`src/rtl/fios_pkg.sv`:
```
// Shared limb width, operand sizing helpers and loader FSM state type
// for the FIOS Montgomery operand path.
package fios_pkg;

  localparam int LIMB_W = 17;

  typedef enum logic [1:0] {IDLE, LOAD, START, WAIT} fios_state_e;

  // Number of 17-bit limbs per operand; one spare bit of headroom is required.
  function automatic int s_of(input int width);
    return (width + 1) / LIMB_W + 1;
  endfunction

  function automatic int words_of(input int width);
    return (width + 31) / 32;
  endfunction

endpackage

```
`src/rtl/limb_shift_buffer.sv`:
```
// 48-bit little-endian bit buffer: 32-bit words are appended above the held
// bits, 17-bit limbs are popped from the bottom.
module limb_shift_buffer
  import fios_pkg::*;
#(
  parameter int TAIL_BITS = 32
) (
  input  logic              clk,
  input  logic              rst_n,
  input  logic              push,
  input  logic [31:0]       push_data,
  input  logic              push_tail,
  input  logic              pop,
  input  logic              clear,
  output logic [LIMB_W-1:0] limb,
  output logic [5:0]        count,
  output logic [5:0]        count_next
);

  localparam logic [63:0] ONES_32   = 64'hFFFF_FFFF;
  localparam logic [31:0] TAIL_MASK = 32'(ONES_32 >> (32 - TAIL_BITS));
  localparam logic [5:0]  LIMB_CNT  = 6'(LIMB_W);

  logic [47:0] buffer;
  logic [47:0] buffer_next;
  logic [47:0] popped;
  logic [5:0]  popped_count;
  logic [31:0] word;

  // Bits above count are always zero, so a pop past the fill level yields zero padding.
  always_comb begin
    word         = push_tail ? (push_data & TAIL_MASK) : push_data;
    popped       = pop ? (buffer >> LIMB_W) : buffer;
    popped_count = count;
    if (pop) begin
      popped_count = (count >= LIMB_CNT) ? (count - LIMB_CNT) : 6'd0;
    end
    buffer_next = popped;
    count_next  = popped_count;
    if (push) begin
      buffer_next = popped | ({16'd0, word} << popped_count);
      count_next  = popped_count + 6'd32;
    end
    if (clear) begin
      buffer_next = '0;
      count_next  = '0;
    end
  end

  always_ff @(posedge clk or negedge rst_n) begin
    if (!rst_n) begin
      buffer <= '0;
      count  <= '0;
    end else begin
      buffer <= buffer_next;
      count  <= count_next;
    end
  end

  assign limb = buffer[LIMB_W-1:0];

endmodule

```
`src/rtl/fios_operand_loader.sv`:
```
// Re-slices a 32-bit operand stream into 17-bit limbs written one per BRAM
// word, then starts the FIOS multiplier and waits for it to finish.
module fios_operand_loader
  import fios_pkg::*;
#(
  parameter int          WIDTH        = 256,
  parameter int          S            = s_of(WIDTH),
  parameter int          NUM_OPERANDS = 3,
  parameter logic [31:0] BASE_ADDR    = 32'd0
) (
  input  logic              clock_i,
  input  logic              reset_n_i,
  input  logic [31:0]       s_tdata_i,
  input  logic              s_tvalid_i,
  input  logic              s_tlast_i,
  output logic              s_tready_o,
  output logic [31:0]       BRAM_addr_o,
  output logic [LIMB_W-1:0] BRAM_din_o,
  output logic              BRAM_we_o,
  output logic              BRAM_en_o,
  output logic              start_o,
  input  logic              mult_done_i,
  output logic              busy_o,
  output logic              err_o,
  output fios_state_e       state_o
);

  localparam int W   = words_of(WIDTH);
  localparam int WCW = $clog2(W + 1);
  localparam int LCW = $clog2(S + 1);
  localparam int OPW = (NUM_OPERANDS > 1) ? $clog2(NUM_OPERANDS) : 1;
  localparam logic [WCW-1:0] W_L     = WCW'(W);
  localparam logic [WCW-1:0] W_LAST  = WCW'(W - 1);
  localparam logic [LCW-1:0] S_L     = LCW'(S);
  localparam logic [LCW-1:0] S_LAST  = LCW'(S - 1);
  localparam logic [OPW-1:0] OP_LAST = OPW'(NUM_OPERANDS - 1);

  fios_state_e       state, state_next;
  logic [WCW-1:0]    word_cnt, word_next;
  logic [LCW-1:0]    limb_cnt, limb_next;
  logic [OPW-1:0]    op_cnt, op_next;
  logic [5:0]        fill, fill_next;
  logic [LIMB_W-1:0] limb;
  logic              accept, emit, last_limb, all_words, tail_word;

  // A word transfers on a rising edge where s_tvalid_i and s_tready_o are both
  // high; s_tready_o is registered and only ever high in LOAD with buffer room.
  always_comb begin
    all_words = (word_cnt == W_L);
    tail_word = (word_cnt == W_LAST);
    accept    = (state == LOAD) && s_tvalid_i && s_tready_o;
    emit      = (state == LOAD) && (limb_cnt < S_L) &&
                ((fill >= 6'(LIMB_W)) || all_words);
    last_limb = emit && (limb_cnt == S_LAST);
    word_next = last_limb ? '0 : word_cnt + WCW'(accept);
    limb_next = last_limb ? '0 : limb_cnt + LCW'(emit);
    op_next   = op_cnt;
    if (last_limb) begin
      op_next = (op_cnt == OP_LAST) ? '0 : op_cnt + 1'b1;
    end
    state_next = state;
    case (state)
      IDLE:    if (s_tvalid_i) state_next = LOAD;
      LOAD:    if (last_limb && (op_cnt == OP_LAST)) state_next = START;
      START:   state_next = WAIT;
      WAIT:    if (mult_done_i) state_next = IDLE;
      default: state_next = IDLE;
    endcase
  end

  limb_shift_buffer #(
    .TAIL_BITS (WIDTH - 32 * (W - 1))
  ) u_buffer (
    .clk        (clock_i),
    .rst_n      (reset_n_i),
    .push       (accept),
    .push_data  (s_tdata_i),
    .push_tail  (tail_word),
    .pop        (emit),
    .clear      (last_limb),
    .limb       (limb),
    .count      (fill),
    .count_next (fill_next)
  );

  always_ff @(posedge clock_i or negedge reset_n_i) begin
    if (!reset_n_i) begin
      state       <= IDLE;
      word_cnt    <= '0;
      limb_cnt    <= '0;
      op_cnt      <= '0;
      s_tready_o  <= 1'b0;
      BRAM_we_o   <= 1'b0;
      BRAM_en_o   <= 1'b0;
      BRAM_addr_o <= '0;
      BRAM_din_o  <= '0;
      start_o     <= 1'b0;
      busy_o      <= 1'b0;
      err_o       <= 1'b0;
    end else begin
      state      <= state_next;
      word_cnt   <= word_next;
      limb_cnt   <= limb_next;
      op_cnt     <= op_next;
      s_tready_o <= (state_next == LOAD) && (fill_next <= 6'd16) && (word_next < W_L);
      BRAM_we_o  <= emit;
      BRAM_en_o  <= emit;
      if (emit) begin
        BRAM_addr_o <= BASE_ADDR + 32'(op_cnt) * 32'(S) + 32'(limb_cnt);
        BRAM_din_o  <= limb;
      end
      start_o <= (state == START);
      busy_o  <= (state_next != IDLE);
      // Framing follows the word counter; tlast is only cross-checked.
      if (accept && (s_tlast_i != tail_word)) err_o <= 1'b1;
    end
  end

  assign state_o = state;

endmodule

```
`config.mk`:
```
export PLATFORM = sky130hd
export DESIGN_NAME = fios_operand_loader
export DESIGN_NICKNAME = d
export VERILOG_FILES = /design/src/rtl/fios_pkg.sv /design/src/rtl/limb_shift_buffer.sv /design/src/rtl/fios_operand_loader.sv
export SDC_FILE = /design/constraint.sdc
export NUM_CORES = 1
export LEC_CHECK = 0
export ABC_CLOCK_PERIOD_IN_PS = 4400
export CORE_MARGIN = 3
export CORE_UTILIZATION = 40
export CTS_CLUSTER_DIAMETER = 60
export DETAILED_ROUTE_END_ITERATION = 8
export DONT_BUFFER_PORTS = 1
export GPL_TIMING_DRIVEN = 0
export HOLD_SLACK_MARGIN = 0.03
export PLACE_DENSITY = 0.57
export SLEW_MARGIN = 20
export SYNTH_ARGS = -nofsm -noshare
export SYNTH_HDL_FRONTEND = slang
export SYNTH_SLANG_ARGS = --single-unit
```
`constraint.sdc`:
```
create_clock -name clock_i -period 4.4 [get_ports clock_i]
set_input_delay 0.44 -clock clock_i [delete_from_list [all_inputs] [get_ports clock_i]]
set_output_delay 0.44 -clock clock_i [all_outputs]
set_load 0.01 [all_outputs]
```
# Word level (Yosys, flattened, before mapping)
# Cells that the tools add are included.
[totals]
reg_bits = 121
latchBits = 0
mem_bits_rw = 0
mem_bits_ro = 0
inputBits = 37
out_inout_bits = 57
wordCells = 60
mem_count = 0
[op_classes]
add_sub_neg = 6
mul = 0
div = 0
order_cmp = 4
n_eq_ne = 9
shifts = 1
n_mux = 14
bitwise = 1
reduce_logical = 12
[ops]
columns = ["cell", "n"]
rows = [
  ["48-bit 2-to-1 mux", 3],
  ["48-bit OR", 1],
  ["32-bit by 6-bit left shift with 48-bit output", 1],
  ["6-bit 2-to-1 mux", 4],
  ["1-bit logical AND", 9],
  ["2-bit 2-to-1 mux", 4],
  ["2-bit case mux with 4 select lines", 1],
  ["6-bit by 5-bit adder with 7-bit output", 1],
  ["6-bit adder (second input constant)", 1],
  ["2-bit == test (second input constant)", 3],
  ["6-bit by 5-bit >= comparator with 1-bit output (second input constant)", 1],
  ["6-bit by 5-bit less-or-equal comparator with 1-bit output (second input constant)", 1],
  ["6-bit by 5-bit subtractor with 6-bit output (second input constant)", 1],
  ["5-bit by 1-bit adder with 5-bit output", 1],
  ["5-bit by 4-bit == test with 1-bit output (second input constant)", 1],
  ["5-bit < comparator (second input constant)", 1],
  ["5-bit 2-to-1 mux", 1],
  ["4-bit by 1-bit adder with 4-bit output", 1],
  ["2-bit by 1-bit == test with 1-bit output (second input constant)", 2],
  ["4-bit by 3-bit == test with 1-bit output (second input constant)", 1],
  ["4-bit == test (second input constant)", 1],
  ["4-bit < comparator (second input constant)", 1],
  ["4-bit 2-to-1 mux", 1],
  ["2-bit by 1-bit adder with 2-bit output (second input constant)", 1],
  ["other kinds (4)", 4],
]

# Longest topological paths before layout
[logic_depth]
depth_word = 10
mapped_depth = 16
mapped_depth_nobuf = 11

# By module
# Synthesis repeated with hierarchy kept, for this count alone.
[unflattened]
cells_unflattened = 804
area_unflattened_um2 = 7084.3
[by_module_without_submodules]
columns = ["mod", "n_inst", "cells_each", "area_per_inst_um2", "seq_area_each_um2"]
rows = [
  ["limb_shift_buffer", 1, 658, 5129.9, 1351.3],
  ["fios_operand_loader", 1, 146, 1954.4, 1051.0],
]

# Worst setup path after synthesis
# Ideal clock, no wire load.
[synth_timing]
kind = "flip-flop to flip-flop"
start = "register u_buffer.count[0]"
end = "register u_buffer.buffer[35]"
setup_time_ns = 0.144
arrival_time_ns = 3.356
required_ns = 4.256
slack_ns = 0.900
stages_incl_launch_ff = 13
path_buffers = 2
period_less_slack_ns = 3.500
path_cell_list = "dfrtp_1 -> inv_1 -> clkbuf_1 -> ha_1 -> or4b_4 -> buf_6 -> a211oi_2 -> a2bb2oi_2 -> mux2i_1 -> mux2i_1 -> mux2_2 -> a222oi_1 -> o221ai_1"
[synth_via]
elab_chain_cells = 8
word_cells_on_any_way = 12
cone_classes = "add/sub: 1; order compare: 1; shift: 1; mux: 5; bitwise: 1; reduce/logical: 3"
[synth_lines]
columns = ["element", "line", "text"]
rows = [
  ["start: declaration", "limb_shift_buffer.sv:16", "output logic [5:0] count,"],
  ["start signal: assignment", "limb_shift_buffer.sv:56", "count <= count_next;"],
  ["6-bit by 5-bit >= comparator with 1-bit output", "limb_shift_buffer.sv:36, fios_operand_loader.sv:53", ""],
  ["1-bit logical OR", "fios_operand_loader.sv:53", "((fill >= 6'(LIMB_W)) || all_words);"],
  ["1-bit logical AND", "fios_operand_loader.sv:52", "emit = (state == LOAD) && (limb_cnt < S_L) &&"],
  ["6-bit 2-to-1 mux", "limb_shift_buffer.sv:35", "if (pop) begin"],
  ["32-bit by 6-bit left shift with 48-bit output", "limb_shift_buffer.sv:41", "buffer_next = popped | ({16'd0, word} << popped_count);"],
  ["48-bit OR", "limb_shift_buffer.sv:41", ""],
  ["48-bit 2-to-1 mux", "limb_shift_buffer.sv:40", "if (push) begin"],
  ["48-bit 2-to-1 mux (*)", "limb_shift_buffer.sv:44", "if (clear) begin"],
  ["via u_buffer.buffer_next[35]", "limb_shift_buffer.sv:25", "logic [47:0] buffer_next;"],
  ["end signal: assignment", "limb_shift_buffer.sv:55", "buffer <= buffer_next;"],
  ["end: declaration", "limb_shift_buffer.sv:24", "logic [47:0] buffer;"],
]
# Mark *: on every way through the listed nets, which the timed path passes. The rest lies on a longest branch.
# A chain may end at the register's enable or synchronous reset.

# Worst setup path in the final report
[layout_timing]
start = "register u_buffer.count[0]"
end = "register u_buffer.buffer[6]"
# The elaborated chain is that of the path after synthesis.

==> flow_summary.json <==
{
  "port_buffers": 0,
  "cts_tree": "built",
  "grt_start_max_net_pins": 97,
  "drv_slew": 0,
  "synth_flop_cell": "dfrtp_1",
  "worst-setup-path-type": "flop to flop",
  "async_flop_share_pct": 100,
  "place.gp.congestion": 1.02,
  "routedWlPerCell_um": 24.6,
  "grt_antenna_before_repair": 0,
  "holdPathStages": 3,
  "post-route-drc-count": 0,
  "syn_avg_cell_area_um2": 7.83,
  "reg2regPathDepth": 13,
  "first_global_vias": 8142,
  "drive_above_1_share_pct": 11.1,
  "ios": 94,
  "overflow": 0,
  "finalSetupViolations": 0,
  "clkSinkCount": 96,
  "yosys.area_share.simple_pct": 20.9,
  "drt_iter0_drc": 1175,
  "yosysSeqAreaShare_pct": 30.7,
  "period_needed_ps": 4270,
  "cts-root-buf": "clkbuf_16",
  "wirelength_um": 32200,
  "track_usage_pct": 29.4,
  "fmax_mhz": 234,
  "num_antenna_cells": 0,
  "cp-start-kind": "flop",
  "ys_warn_count": 0,
  "vias": 8709,
  "tightest_slew_ps": 993,
  "cp-end-kind": "flop",
  "cts.clk_slew.worst_paths_ps": 70,
  "dieHeight_um": 146,
  "firstDrtPassIters": 6,
  "ant_nets": 0,
  "cts_buffer_depth": 2,
  "hpwlAfterDp_um": 24000,
  "path_max_fanout": 10,
  "cap_viol_max_count": 0,
  "synth_fa_ha_area_share_pct": 1.28,
  "clk_latency_ps": 360,
  "start_util_pct": 41.3,
  "period_share_pct": 97.1,
  "worstPathArrival_ps": 4540,
  "hold_violations": 0,
  "synth_compound_area_share_pct": 33.3,
  "cts.htree.levels": 3,
  "syn_to_final_growth_pct": 10.9,
  "synth_top_family_by_area": "compound AO/OA/AOI/OAI gates",
  "synth_mux_area_share_pct": 4.31,
  "worst_clock_skew_ps": 9.14,
  "final_nets": 1087,
  "required_ps": 4660,
  "relSlewSlack_pct": 33.1,
  "vias_per_cell": 6.66,
  "placementRows": 50,
  "tns_ps": 0,
  "cts_made_buffers": 9,
  "ys_types": 82,
  "synth_seq_cells": 96,
  "dieArea_um2": 21300,
  "fp.dieW_um": 146,
  "worstHoldPathType": "primary input to flop",
  "synth-edff-count": 0,
  "outcome": "completed",
  "synth_cells": 1000,
  "grt_first_pass_wirelength_um": 49500,
  "mappedNetlistArea_um2": 7830,
  "synth_xor_area_share_pct": 0.783,
  "fp.coreArea_um2": 19000
}
[Yosys cell counts, drive strengths merged (5+ instances only)]
library cell | n | share of area (%)
nand2 | 145 | 6.9
dfrtp | 96 | 31
nor2 | 88 | 4.2
o21ai | 86 | 5.5
clkbuf | 62 | 3.0
a21oi | 50 | 3.2
buf | 48 | 4.0
nor3 | 40 | 2.6
inv | 33 | 1.6
a221oi | 29 | 3.2
a2111oi | 28 | 3.8
a211oi | 21 | 2.1
a311oi | 20 | 2.2
and3 | 18 | 1.4
mux2i | 18 | 2.3
a31oi | 16 | 1.3
nand3 | 14 | 0.89
o211ai | 14 | 1.4
and2 | 12 | 0.96
a211o | 11 | 1.2
o22ai | 10 | 0.80
a2bb2oi | 8 | 0.97
ha | 8 | 1.3
a21o | 7 | 0.67
a22oi | 7 | 0.67
nand4 | 7 | 0.56
o221a | 7 | 1.0
mux2 | 6 | 0.86
o221ai | 6 | 0.67
or2 | 6 | 0.48
nor2b | 5 | 0.40
[critical path: stages, from the launching register on]
cell	delay, ps
dfrtp_1	480
inv_2	170
clkbuf_4	270
ha_1	240
or3b_1	350
clkbuf_1	180
o211a_1	360
buf_6	200
o22ai_1	690
a21oi_1	220
a211oi_1	350
a21o_1	280
a211oi_1	110
a211oi_1	240
[through the flow]
stage | instances | cell area [um2] | hold slack, ps | util [%] | worst slack [ps]
final | 1307 | 8690 | 301 | 45.8 | 126
after global routing | 1307 | 8690 | 305 | 45.8 | -10.0
after CTS | 1302 | 8610 | 294 | 45.4 | 7.66
after detailed placement | 1284 | 8250 | 147 | 43.5 | -527
after global placement | 1284 | 8250 | 146 | 43.5 | -674
after floorplan | 1024 | 7920 | 144 | - | 900
[flip-flops by register name, indices dropped and copies added, names as in the netlist, 2 cells and up]
signal / cells
BRAM_addr_o: 7
BRAM_din_o: 17
limb_cnt: 5
op_cnt: 2
state_o: 2
u_buffer.buffer: 48
u_buffer.count: 6
word_cnt: 4
[area by class of cell]
type                            count  area [um2]
Tap cell                          260         325
Clock buffer                       12         246
Multi-Input combinational cell    784        4920
Buffer                            110         563
Fill cell                        1923       10300
Sequential cell                    96        2400
Inverter                           34         128
Timing Repair Buffer                7        75.1
Clock inverter                      4        28.8
[routing by layer]
layer  GRT usage [%]  up-vias  routed length (um)
li1                -     3810                   -
met1            42.0     4180               13700
met2            43.8      616               13800
met3            6.98      103                3590
met4            9.83        0                1140
met5               0        -                   0
[path summary, 6_finish.rpt]
kind | from | end | slack, ps
max | u_buffer.count[0] | u_buffer.buffer[6] | 130
min | mult_done_i | state_o[1] | 300
max reg2reg | u_buffer.count[0] | u_buffer.buffer[6] | 130
min reg2reg | u_buffer.buffer[5] | BRAM_din_o[5] | 470
max in group asynchronous | reset_n_i | u_buffer.buffer[46] | 3330
min in group asynchronous | reset_n_i | word_cnt[1] | 640
[placed cells by master, fill, tap and decap left out, drive strengths merged, types with 11 or more instances in the layout]
cell type  Yosys  routed
and2          12      12
nor3          40      40
o211ai        14      14
a311oi        20      20
and3          18      18
buf           48      54
a211oi        21      21
a2111oi       28      28
nand2        145     145
mux2i         18      18
dfrtp         96      96
o21ai         86      86
nor2          88      88
a21oi         50      50
a211o         11      11
a221oi        29      29
clkbuf        62      74
a31oi         16      16
inv           33      34
nand3         14      14
conb           1      25
[logic make-up after synthesis]
group,Yosys count
buf+inv,144
other cells,1
simple gates,357
compound gates,359
flops,96
xor+xnor,7
fa+ha+maj,8
mux,28
[timing repair]
item                                    4_1_cts  5_1_grt
pin swaps                                     0        2
hold buffers                                  2        0
gates resized for setup                      15       15
endpoints found under the setup margin       50       66
setup buffers                                 0        5
hold endpoints to repair                     96        0
Power is left out: the tool's default activity adds up to more than one toggle a clock period on the data nets, which glitch-free logic cannot reach.
